--- src/rtl/data_rec_pkg.sv ---
// Record layout shared by the CF/NAND packer and unpacker: word count, byte count,
// the collect FSM states and the byte-index split into word index and byte lane.
package data_rec_pkg;

   localparam int NUM_WORDS  = 17;
   localparam int REC_BYTES  = 4 * NUM_WORDS;
   localparam int IDX_W      = 7;
   localparam int WORD_IDX_W = 5;

   localparam logic [IDX_W-1:0] LAST_BYTE = IDX_W'(REC_BYTES - 1);

   typedef enum logic [1:0] {
      IDLE,
      COLLECT,
      COMMIT
   } rec_state_t;

   // Byte n of a record lands in word n/4, lane n%4 (lane 0 = bits 7:0).
   function automatic logic [WORD_IDX_W-1:0] word_index(input logic [IDX_W-1:0] idx);
      return idx[IDX_W-1:2];
   endfunction

   function automatic logic [1:0] byte_lane(input logic [IDX_W-1:0] idx);
      return idx[1:0];
   endfunction

endpackage

--- src/rtl/data_unpack_if.sv ---
// Byte-stream handshake from the NAND page-read path into the record unpacker.
interface data_unpack_if;

   logic       start;
   logic       rd_valid;
   logic [7:0] rd_data;
   logic       rd_ready;

   modport master (
      output start,
      output rd_valid,
      output rd_data,
      input  rd_ready
   );

   modport slave (
      input  start,
      input  rd_valid,
      input  rd_data,
      output rd_ready
   );

endinterface

--- src/rtl/rec_word_shadow.sv ---
// Shadow register file for a record in progress: byte-lane writes in, all words out
// in parallel so the whole record can be committed on a single edge.
module rec_word_shadow
   import data_rec_pkg::*;
(
   input  logic                    clk,
   input  logic                    rst_n,
   input  logic                    clear,
   input  logic                    wr_en,
   input  logic [WORD_IDX_W-1:0]   wr_word,
   input  logic [1:0]              wr_lane,
   input  logic [7:0]              wr_data,
   output logic [NUM_WORDS*32-1:0] rd_all
);

   logic [31:0] words [NUM_WORDS];

   always_ff @(posedge clk or negedge rst_n) begin
      if (!rst_n) begin
         for (int w = 0; w < NUM_WORDS; w++) begin
            words[w] <= '0;
         end
      end else if (clear) begin
         for (int w = 0; w < NUM_WORDS; w++) begin
            words[w] <= '0;
         end
      end else if (wr_en && (wr_word < WORD_IDX_W'(NUM_WORDS))) begin
         words[wr_word][{wr_lane, 3'b000} +: 8] <= wr_data;
      end
   end

   for (genvar w = 0; w < NUM_WORDS; w++) begin : g_rd
      assign rd_all[w*32 +: 32] = words[w];
   end

endmodule

--- src/rtl/data_unpack.sv ---
// Rebuilds the 17-word parameter record from the NAND read byte stream; the output
// words change together, and only once a complete record has been collected.
module data_unpack
   import data_rec_pkg::*;
(
   input  logic             clk,
   input  logic             rst_n,
   data_unpack_if.slave     bus,
   output logic [IDX_W-1:0] byte_idx,
   output logic             rec_done,
   output logic             short_err,
   output logic [31:0]      sct_period,
   output logic [31:0]      sct1_time,
   output logic [31:0]      sct2_time,
   output logic [31:0]      sct3_time,
   output logic [31:0]      sct4_time,
   output logic [31:0]      sct5_time,
   output logic [31:0]      sct6_time,
   output logic [31:0]      sct7_time,
   output logic [31:0]      sct8_time,
   output logic [31:0]      sct9_time,
   output logic [31:0]      sct10_time,
   output logic [31:0]      sct11_time,
   output logic [31:0]      sct12_time,
   output logic [31:0]      sct13_time,
   output logic [31:0]      sct14_time,
   output logic [31:0]      sct15_time,
   output logic [31:0]      sct16_time
);

   rec_state_t              state_q, state_d;
   logic [IDX_W-1:0]        byte_idx_q, byte_idx_d;
   logic                    short_err_q, short_err_d;
   logic                    rec_done_q;
   logic                    shadow_clear;
   logic                    shadow_wr;
   logic                    commit;
   logic [NUM_WORDS*32-1:0] shadow_all;
   logic [31:0]             out_words [NUM_WORDS];

   always_ff @(posedge clk or negedge rst_n) begin
      if (!rst_n) begin
         state_q     <= IDLE;
         byte_idx_q  <= '0;
         short_err_q <= 1'b0;
         rec_done_q  <= 1'b0;
      end else begin
         state_q     <= state_d;
         byte_idx_q  <= byte_idx_d;
         short_err_q <= short_err_d;
         rec_done_q  <= commit;
      end
   end

   // start outranks a byte offered in the same cycle; a restart mid-record is an abort.
   always_comb begin
      state_d      = state_q;
      byte_idx_d   = byte_idx_q;
      short_err_d  = short_err_q;
      shadow_clear = 1'b0;
      shadow_wr    = 1'b0;
      commit       = 1'b0;
      case (state_q)
         IDLE: begin
            if (bus.start) begin
               state_d      = COLLECT;
               byte_idx_d   = '0;
               shadow_clear = 1'b1;
            end
         end
         COLLECT: begin
            if (bus.start) begin
               if (byte_idx_q != '0) begin
                  short_err_d  = 1'b1;
                  byte_idx_d   = '0;
                  shadow_clear = 1'b1;
               end
            end else if (bus.rd_valid) begin
               shadow_wr = 1'b1;
               if (byte_idx_q == LAST_BYTE) begin
                  state_d = COMMIT;
               end else begin
                  byte_idx_d = byte_idx_q + IDX_W'(1);
               end
            end
         end
         COMMIT: begin
            commit  = 1'b1;
            state_d = IDLE;
         end
         default: begin
            state_d = IDLE;
         end
      endcase
   end

   rec_word_shadow u_shadow (
      .clk     (clk),
      .rst_n   (rst_n),
      .clear   (shadow_clear),
      .wr_en   (shadow_wr),
      .wr_word (word_index(byte_idx_q)),
      .wr_lane (byte_lane(byte_idx_q)),
      .wr_data (bus.rd_data),
      .rd_all  (shadow_all)
   );

   always_ff @(posedge clk or negedge rst_n) begin
      if (!rst_n) begin
         for (int w = 0; w < NUM_WORDS; w++) begin
            out_words[w] <= '0;
         end
      end else if (commit) begin
         for (int w = 0; w < NUM_WORDS; w++) begin
            out_words[w] <= shadow_all[w*32 +: 32];
         end
      end
   end

   assign bus.rd_ready = (state_q == COLLECT);
   assign byte_idx     = byte_idx_q;
   assign rec_done     = rec_done_q;
   assign short_err    = short_err_q;

   assign sct_period = out_words[0];
   assign sct1_time  = out_words[1];
   assign sct2_time  = out_words[2];
   assign sct3_time  = out_words[3];
   assign sct4_time  = out_words[4];
   assign sct5_time  = out_words[5];
   assign sct6_time  = out_words[6];
   assign sct7_time  = out_words[7];
   assign sct8_time  = out_words[8];
   assign sct9_time  = out_words[9];
   assign sct10_time = out_words[10];
   assign sct11_time = out_words[11];
   assign sct12_time = out_words[12];
   assign sct13_time = out_words[13];
   assign sct14_time = out_words[14];
   assign sct15_time = out_words[15];
   assign sct16_time = out_words[16];

endmodule

--- src/flat_wrapper.sv ---
// flat-port wrapper written by rule: the top's interface ports become plain ports
module data_unpack_flat import data_rec_pkg::*;
  (clk, rst_n, byte_idx, rec_done, short_err, sct_period, sct1_time, sct2_time, sct3_time, sct4_time, sct5_time, sct6_time, sct7_time, sct8_time, sct9_time, sct10_time, sct11_time, sct12_time, sct13_time, sct14_time, sct15_time, sct16_time, bus_start, bus_rd_valid, bus_rd_data, bus_rd_ready);
  data_unpack_if bus_i ();
  input  logic clk;
  input  logic rst_n;
  output logic [IDX_W-1:0] byte_idx;
  output logic rec_done;
  output logic short_err;
  output logic [31:0] sct_period;
  output logic [31:0] sct1_time;
  output logic [31:0] sct2_time;
  output logic [31:0] sct3_time;
  output logic [31:0] sct4_time;
  output logic [31:0] sct5_time;
  output logic [31:0] sct6_time;
  output logic [31:0] sct7_time;
  output logic [31:0] sct8_time;
  output logic [31:0] sct9_time;
  output logic [31:0] sct10_time;
  output logic [31:0] sct11_time;
  output logic [31:0] sct12_time;
  output logic [31:0] sct13_time;
  output logic [31:0] sct14_time;
  output logic [31:0] sct15_time;
  output logic [31:0] sct16_time;
  input wire logic [$bits(bus_i.start)-1:0] bus_start;
  input wire logic [$bits(bus_i.rd_valid)-1:0] bus_rd_valid;
  input wire logic [$bits(bus_i.rd_data)-1:0] bus_rd_data;
  output wire logic [$bits(bus_i.rd_ready)-1:0] bus_rd_ready;
  assign bus_i.start = bus_start;
  assign bus_i.rd_valid = bus_rd_valid;
  assign bus_i.rd_data = bus_rd_data;
  assign bus_rd_ready = bus_i.rd_ready;
  data_unpack u_core (.clk(clk), .rst_n(rst_n), .bus(bus_i), .byte_idx(byte_idx), .rec_done(rec_done), .short_err(short_err), .sct_period(sct_period), .sct1_time(sct1_time), .sct2_time(sct2_time), .sct3_time(sct3_time), .sct4_time(sct4_time), .sct5_time(sct5_time), .sct6_time(sct6_time), .sct7_time(sct7_time), .sct8_time(sct8_time), .sct9_time(sct9_time), .sct10_time(sct10_time), .sct11_time(sct11_time), .sct12_time(sct12_time), .sct13_time(sct13_time), .sct14_time(sct14_time), .sct15_time(sct15_time), .sct16_time(sct16_time));
endmodule
--- config.mk ---
export PLATFORM = sky130hd
export DESIGN_NAME = data_unpack_flat
export DESIGN_NICKNAME = d
export VERILOG_FILES = /design/src/rtl/data_rec_pkg.sv /design/src/rtl/data_unpack_if.sv /design/src/rtl/rec_word_shadow.sv /design/src/rtl/data_unpack.sv /design/src/flat_wrapper.sv
export SDC_FILE = /design/constraint.sdc
export NUM_CORES = 2
export LEC_CHECK = 0
export BUFFER_PORTS_ARGS = -buffer_cell sky130_fd_sc_hd__buf_2
export CAP_MARGIN = 25
export CORE_MARGIN = 1
export CORE_UTILIZATION = 62
export DETAILED_ROUTE_END_ITERATION = 8
export PLACE_DENSITY = 0.94
export SLEW_MARGIN = 10
export SYNTH_ARGS = -nofsm -noshare
export SYNTH_HDL_FRONTEND = slang
export SYNTH_SLANG_ARGS = --single-unit
--- constraint.sdc ---
create_clock -name clk -period 3.97 [get_ports clk]
set_input_delay 0.1985 -clock clk [delete_from_list [all_inputs] [get_ports clk]]
set_output_delay 0.1985 -clock clk [all_outputs]
set_load 0.005 [all_outputs]
==> impl_metrics.env <==
export IMPL_outcome="complete, but fails checks"
export IMPL_failed_checks="design-rule violations"
export IMPL_avgRoutedWirePerCell_um=26.51
export IMPL_drv_max_cap_violation_count=0
export IMPL_timing_critical_path_fanout_max=16
export IMPL_fmaxAchievable_mhz=308.6
export IMPL_drt_total_wl_um=151900
export IMPL_synthArstFlopShare=1.000
export IMPL_cts_tree="built"
export IMPL_antenna_violations_before_repair=19
export IMPL_grt_use_total=0.4437
export IMPL_buffer_depth_of_the_longest_clock_path=3
export IMPL_static_leakage_nw=26.86
export IMPL_worstReg2RegStart="u_core.byte_idx[1]$_DFFE_PN0P_"
export IMPL_ys_dominant_reg_cell="dfrtp_1"
export IMPL_netlist_area_um2=41580
export IMPL_class_of_the_tightest_hold_or_removal_check="primary input to async pin"
export IMPL_worst_setup_hold_path_clk_slew_ns=0.07
export IMPL_num_fill_cells=3849
export IMPL_design_final_nets=4791
export IMPL_synth_lib_cells_used_distinct=44
export IMPL_initialDrtViolationCount=7267
export IMPL_vias=37970
export IMPL_post_cts_sizing=0
export IMPL_detailedPlacementHpwl_um=86330
export IMPL_yosysWarnings=0
export IMPL_ff_latch_count_synth=1099
export IMPL_cts_sink_count=1099
export IMPL_vdd_ir_drop_max_mv=0.9438
export IMPL_total_of_endpoints_with_negative_setup_slack_in_the_final_report=0
export IMPL_final_seq_area_um2=27500
export IMPL_io_pins=566
export IMPL_cts_htree_levels=3
export IMPL_synth_edff_count=0
export IMPL_p_total_w=0.02473
export IMPL_first_pass_grt_wire_length_um=223900
export IMPL_finalSetupTns_ns=0
export IMPL_routed_via_density=6.629
export IMPL_critPathRequiredTime_ns=4.50
export IMPL_die_width_um=261.0
export IMPL_synth_fp_nets=4324
export IMPL_worstSetupEndpointType="flop"
export IMPL_stdcell_area_um2=49250
export IMPL_grt_max_degree=226
export IMPL_initial_utilization=0.6290
export IMPL_place_port_buffers=565
export IMPL_fin_crit_sh=0.8161
export IMPL_placement_rows=94
export IMPL_layout_cells_most_common_list="1671 x nand2_1, 1099 x dfrtp_1, 566 x nand3_1"
export IMPL_period_minus_slack_ns=3.240
export IMPL_first_global_vias=37160
export IMPL_timing_final_max_slew_violations=0
export IMPL_layout_drive_gt1_share=0.1749
export IMPL_critical_path_type="flop to flop"
export IMPL_cts_buffers=107
export IMPL_global_route_overflow_total=0
export IMPL_core_box_area_um2=66100
export IMPL_area_delta_synth_final_pct=18.46
export IMPL_slew_headroom=0.2012
export IMPL_drc=75
export IMPL_floorplan_die_area_um2=68100
export IMPL_finalHoldViolCount=0
export IMPL_clk_latency_ns=0.70
export IMPL_detail_route_first_pass_iterations=9
export IMPL_clockRootBuffer="clkbuf_16"
export IMPL_timing_critical_path_from_type="flop"
export IMPL_reg2reg_setup_slack_ns=0.73
export IMPL_powerDensity_nw_per_um2=502.2
export IMPL_place_area_um2=45280
export IMPL_unrepaired_setup_endpoints_after_global_routing="no"
export IMPL_most_common_cell_after_layout_fill_and_taps_aside="nand2_1"
export IMPL_floorplan_die_height_um=261.0
export IMPL_slew_at_the_pin_closest_to_its_max_slew_limit_ns=1.195
export IMPL_timing_critical_path_arrival_ns=3.77
export IMPL_finalClockSkew_ns=0.02225
export IMPL_post_synth_inst_count=4307
export IMPL_gp_congestion=0.9201
export IMPL_portion_of_the_post_synthesis_area_used_by_sequential_elements=0.6614
export IMPL_antenna_violating_nets_post_route=0
export IMPL_multi_input_comb_area_um2=12900
export IMPL_cts_setup_buffers=0
export IMPL_syn_avg_cell_area_um2=9.654
export IMPL_critical_path_startpoint="u_core.byte_idx[1]$_DFFE_PN0P_"
==> worst max-delay path, cell delays in order (launching register included) <==
cell and delay [ns]:
dfrtp_1 0.44, inv_1 0.15, ha_1 0.42, nor2b_1 0.59, nand4_1 0.92, nand3_1 0.41, o21ai_0 0.13
==> per-stage QoR <==
| stage | hold WS [ns] | setup slack (ns) | util | instances |
|---|---|---|---|---|
| 6_report | 0.2380 | 0.7300 | 0.7451 | 5728 |
| 5_1_grt | 0.3063 | 0.6970 | 0.7449 | 5723 |
| 4_1_cts | 0.2737 | 0.8909 | 0.7426 | 5711 |
| 3_5_place_dp | 0.4025 | 1.036 | 0.6850 | 5512 |
| 3_3_place_gp | 0.3943 | 1.192 | 0.6825 | 5505 |
| 2_1_floorplan | -0.09709 | 1.582 | - | 4307 |
==> cells by family after synthesis <==
| kind of cell | Yosys count | share of synthesized area |
|---|---|---|
| AO/OA/AOI/OAI | 559 | 0.07111 |
| adder cells (fa/ha/maj) | 5 | 0.001505 |
| buffers and inverters | 309 | 0.02967 |
| flip-flops | 1099 | 0.6614 |
| multiplexers | 1 | 0.0002407 |
| AND/OR/NAND/NOR | 2334 | 0.2360 |
==> path summary, 6_finish.rpt <==
kind / endpoint / cells past startpoint
worst min-delay path: u_core.sct14_time[21]$_DFFE_PN0P_ / 2
min in group clk: u_core.u_shadow.rd_all[95]$_DFFE_PN0P_ / 4
max in group asynchronous: u_core.sct9_time[12]$_DFFE_PN0P_ / 3
worst max register to register: u_core.u_shadow.rd_all[103]$_DFFE_PN0P_ / 6
worst max-delay path: u_core.u_shadow.rd_all[103]$_DFFE_PN0P_ / 6
worst min register to register: u_core.sct8_time[3]$_DFFE_PN0P_ / 2
==> Yosys cell counts, drive strengths merged, types with 2 or more instances <==
master      n  area (um2)
and2        4       25.02
dfrtp    1099       27500
nand3     566        2833
o2bb2ai    10       87.58
a32o        7       70.07
a21oi       5       25.02
nor4b       2       38.78
and4bb      9       112.6
clkbuf    235       883.3
nand2b      3       18.77
a22o       16       140.1
nand4      19       118.9
a31oi       4       25.02
and3        7       43.79
a31o        2       17.52
buf        68       327.8
nand2    1673        6280
nor2       12       45.04
ha          5       62.56
inv         5       18.77
and4b       5       50.05
o21ai     511        2557
nor2b      17       106.4
or3        10       72.57
==> layer usage <==
| layer | routed length [um] | part of all wire | global-route usage |
|---|---|---|---|
| met5 | 35 | 0.00023 | 0 |
| met4 | 15100 | 0.099 | 0.3471 |
| met3 | 22510 | 0.15 | 0.1690 |
| met2 | 65100 | 0.43 | 0.6389 |
| met1 | 49130 | 0.32 | 0.5412 |
==> registers in the layout, indices dropped and copies added, names as in the netlist <==
register / count
u_core.state_q: 2
u_core.sct3_time: 32
u_core.sct10_time: 32
u_core.short_err: 1
u_core.sct5_time: 32
u_core.sct12_time: 32
u_core.sct8_time: 32
u_core.sct14_time: 32
u_core.sct4_time: 32
u_core.sct_period: 32
u_core.sct15_time: 32
u_core.sct1_time: 32
u_core.u_shadow.rd_all: 544
u_core.sct16_time: 32
u_core.sct9_time: 32
u_core.rec_done: 1
u_core.sct6_time: 32
u_core.sct11_time: 32
u_core.byte_idx: 7
u_core.sct7_time: 32
u_core.sct2_time: 32
u_core.sct13_time: 32
==> repair_timing <==
item,in CTS,in global routing
hold buffers,11,0
endpoints found under the hold margin,102,0
endpoints found under the setup margin,0,0
==> cell type report <==
type / instances / area share
inverter: 6 / 0.0006097
clock inverter: 37 / 0.01141
timing repair buffer: 661 / 0.08165
tap: 864 / 0.02195
clock buffer: 151 / 0.06361
multi-input combinational: 2899 / 0.2618
antenna: 11 / 0.0005589
sequential: 1099 / 0.5584
==> where the power goes <==
group          switching, W  total, W  internal [W]
sequential        0.0000719    0.0113        0.0113
clock               0.00459    0.0107       0.00612
combinational       0.00226   0.00270      0.000443
total               0.00692    0.0247        0.0178
(Power assumes the default switching activity.)
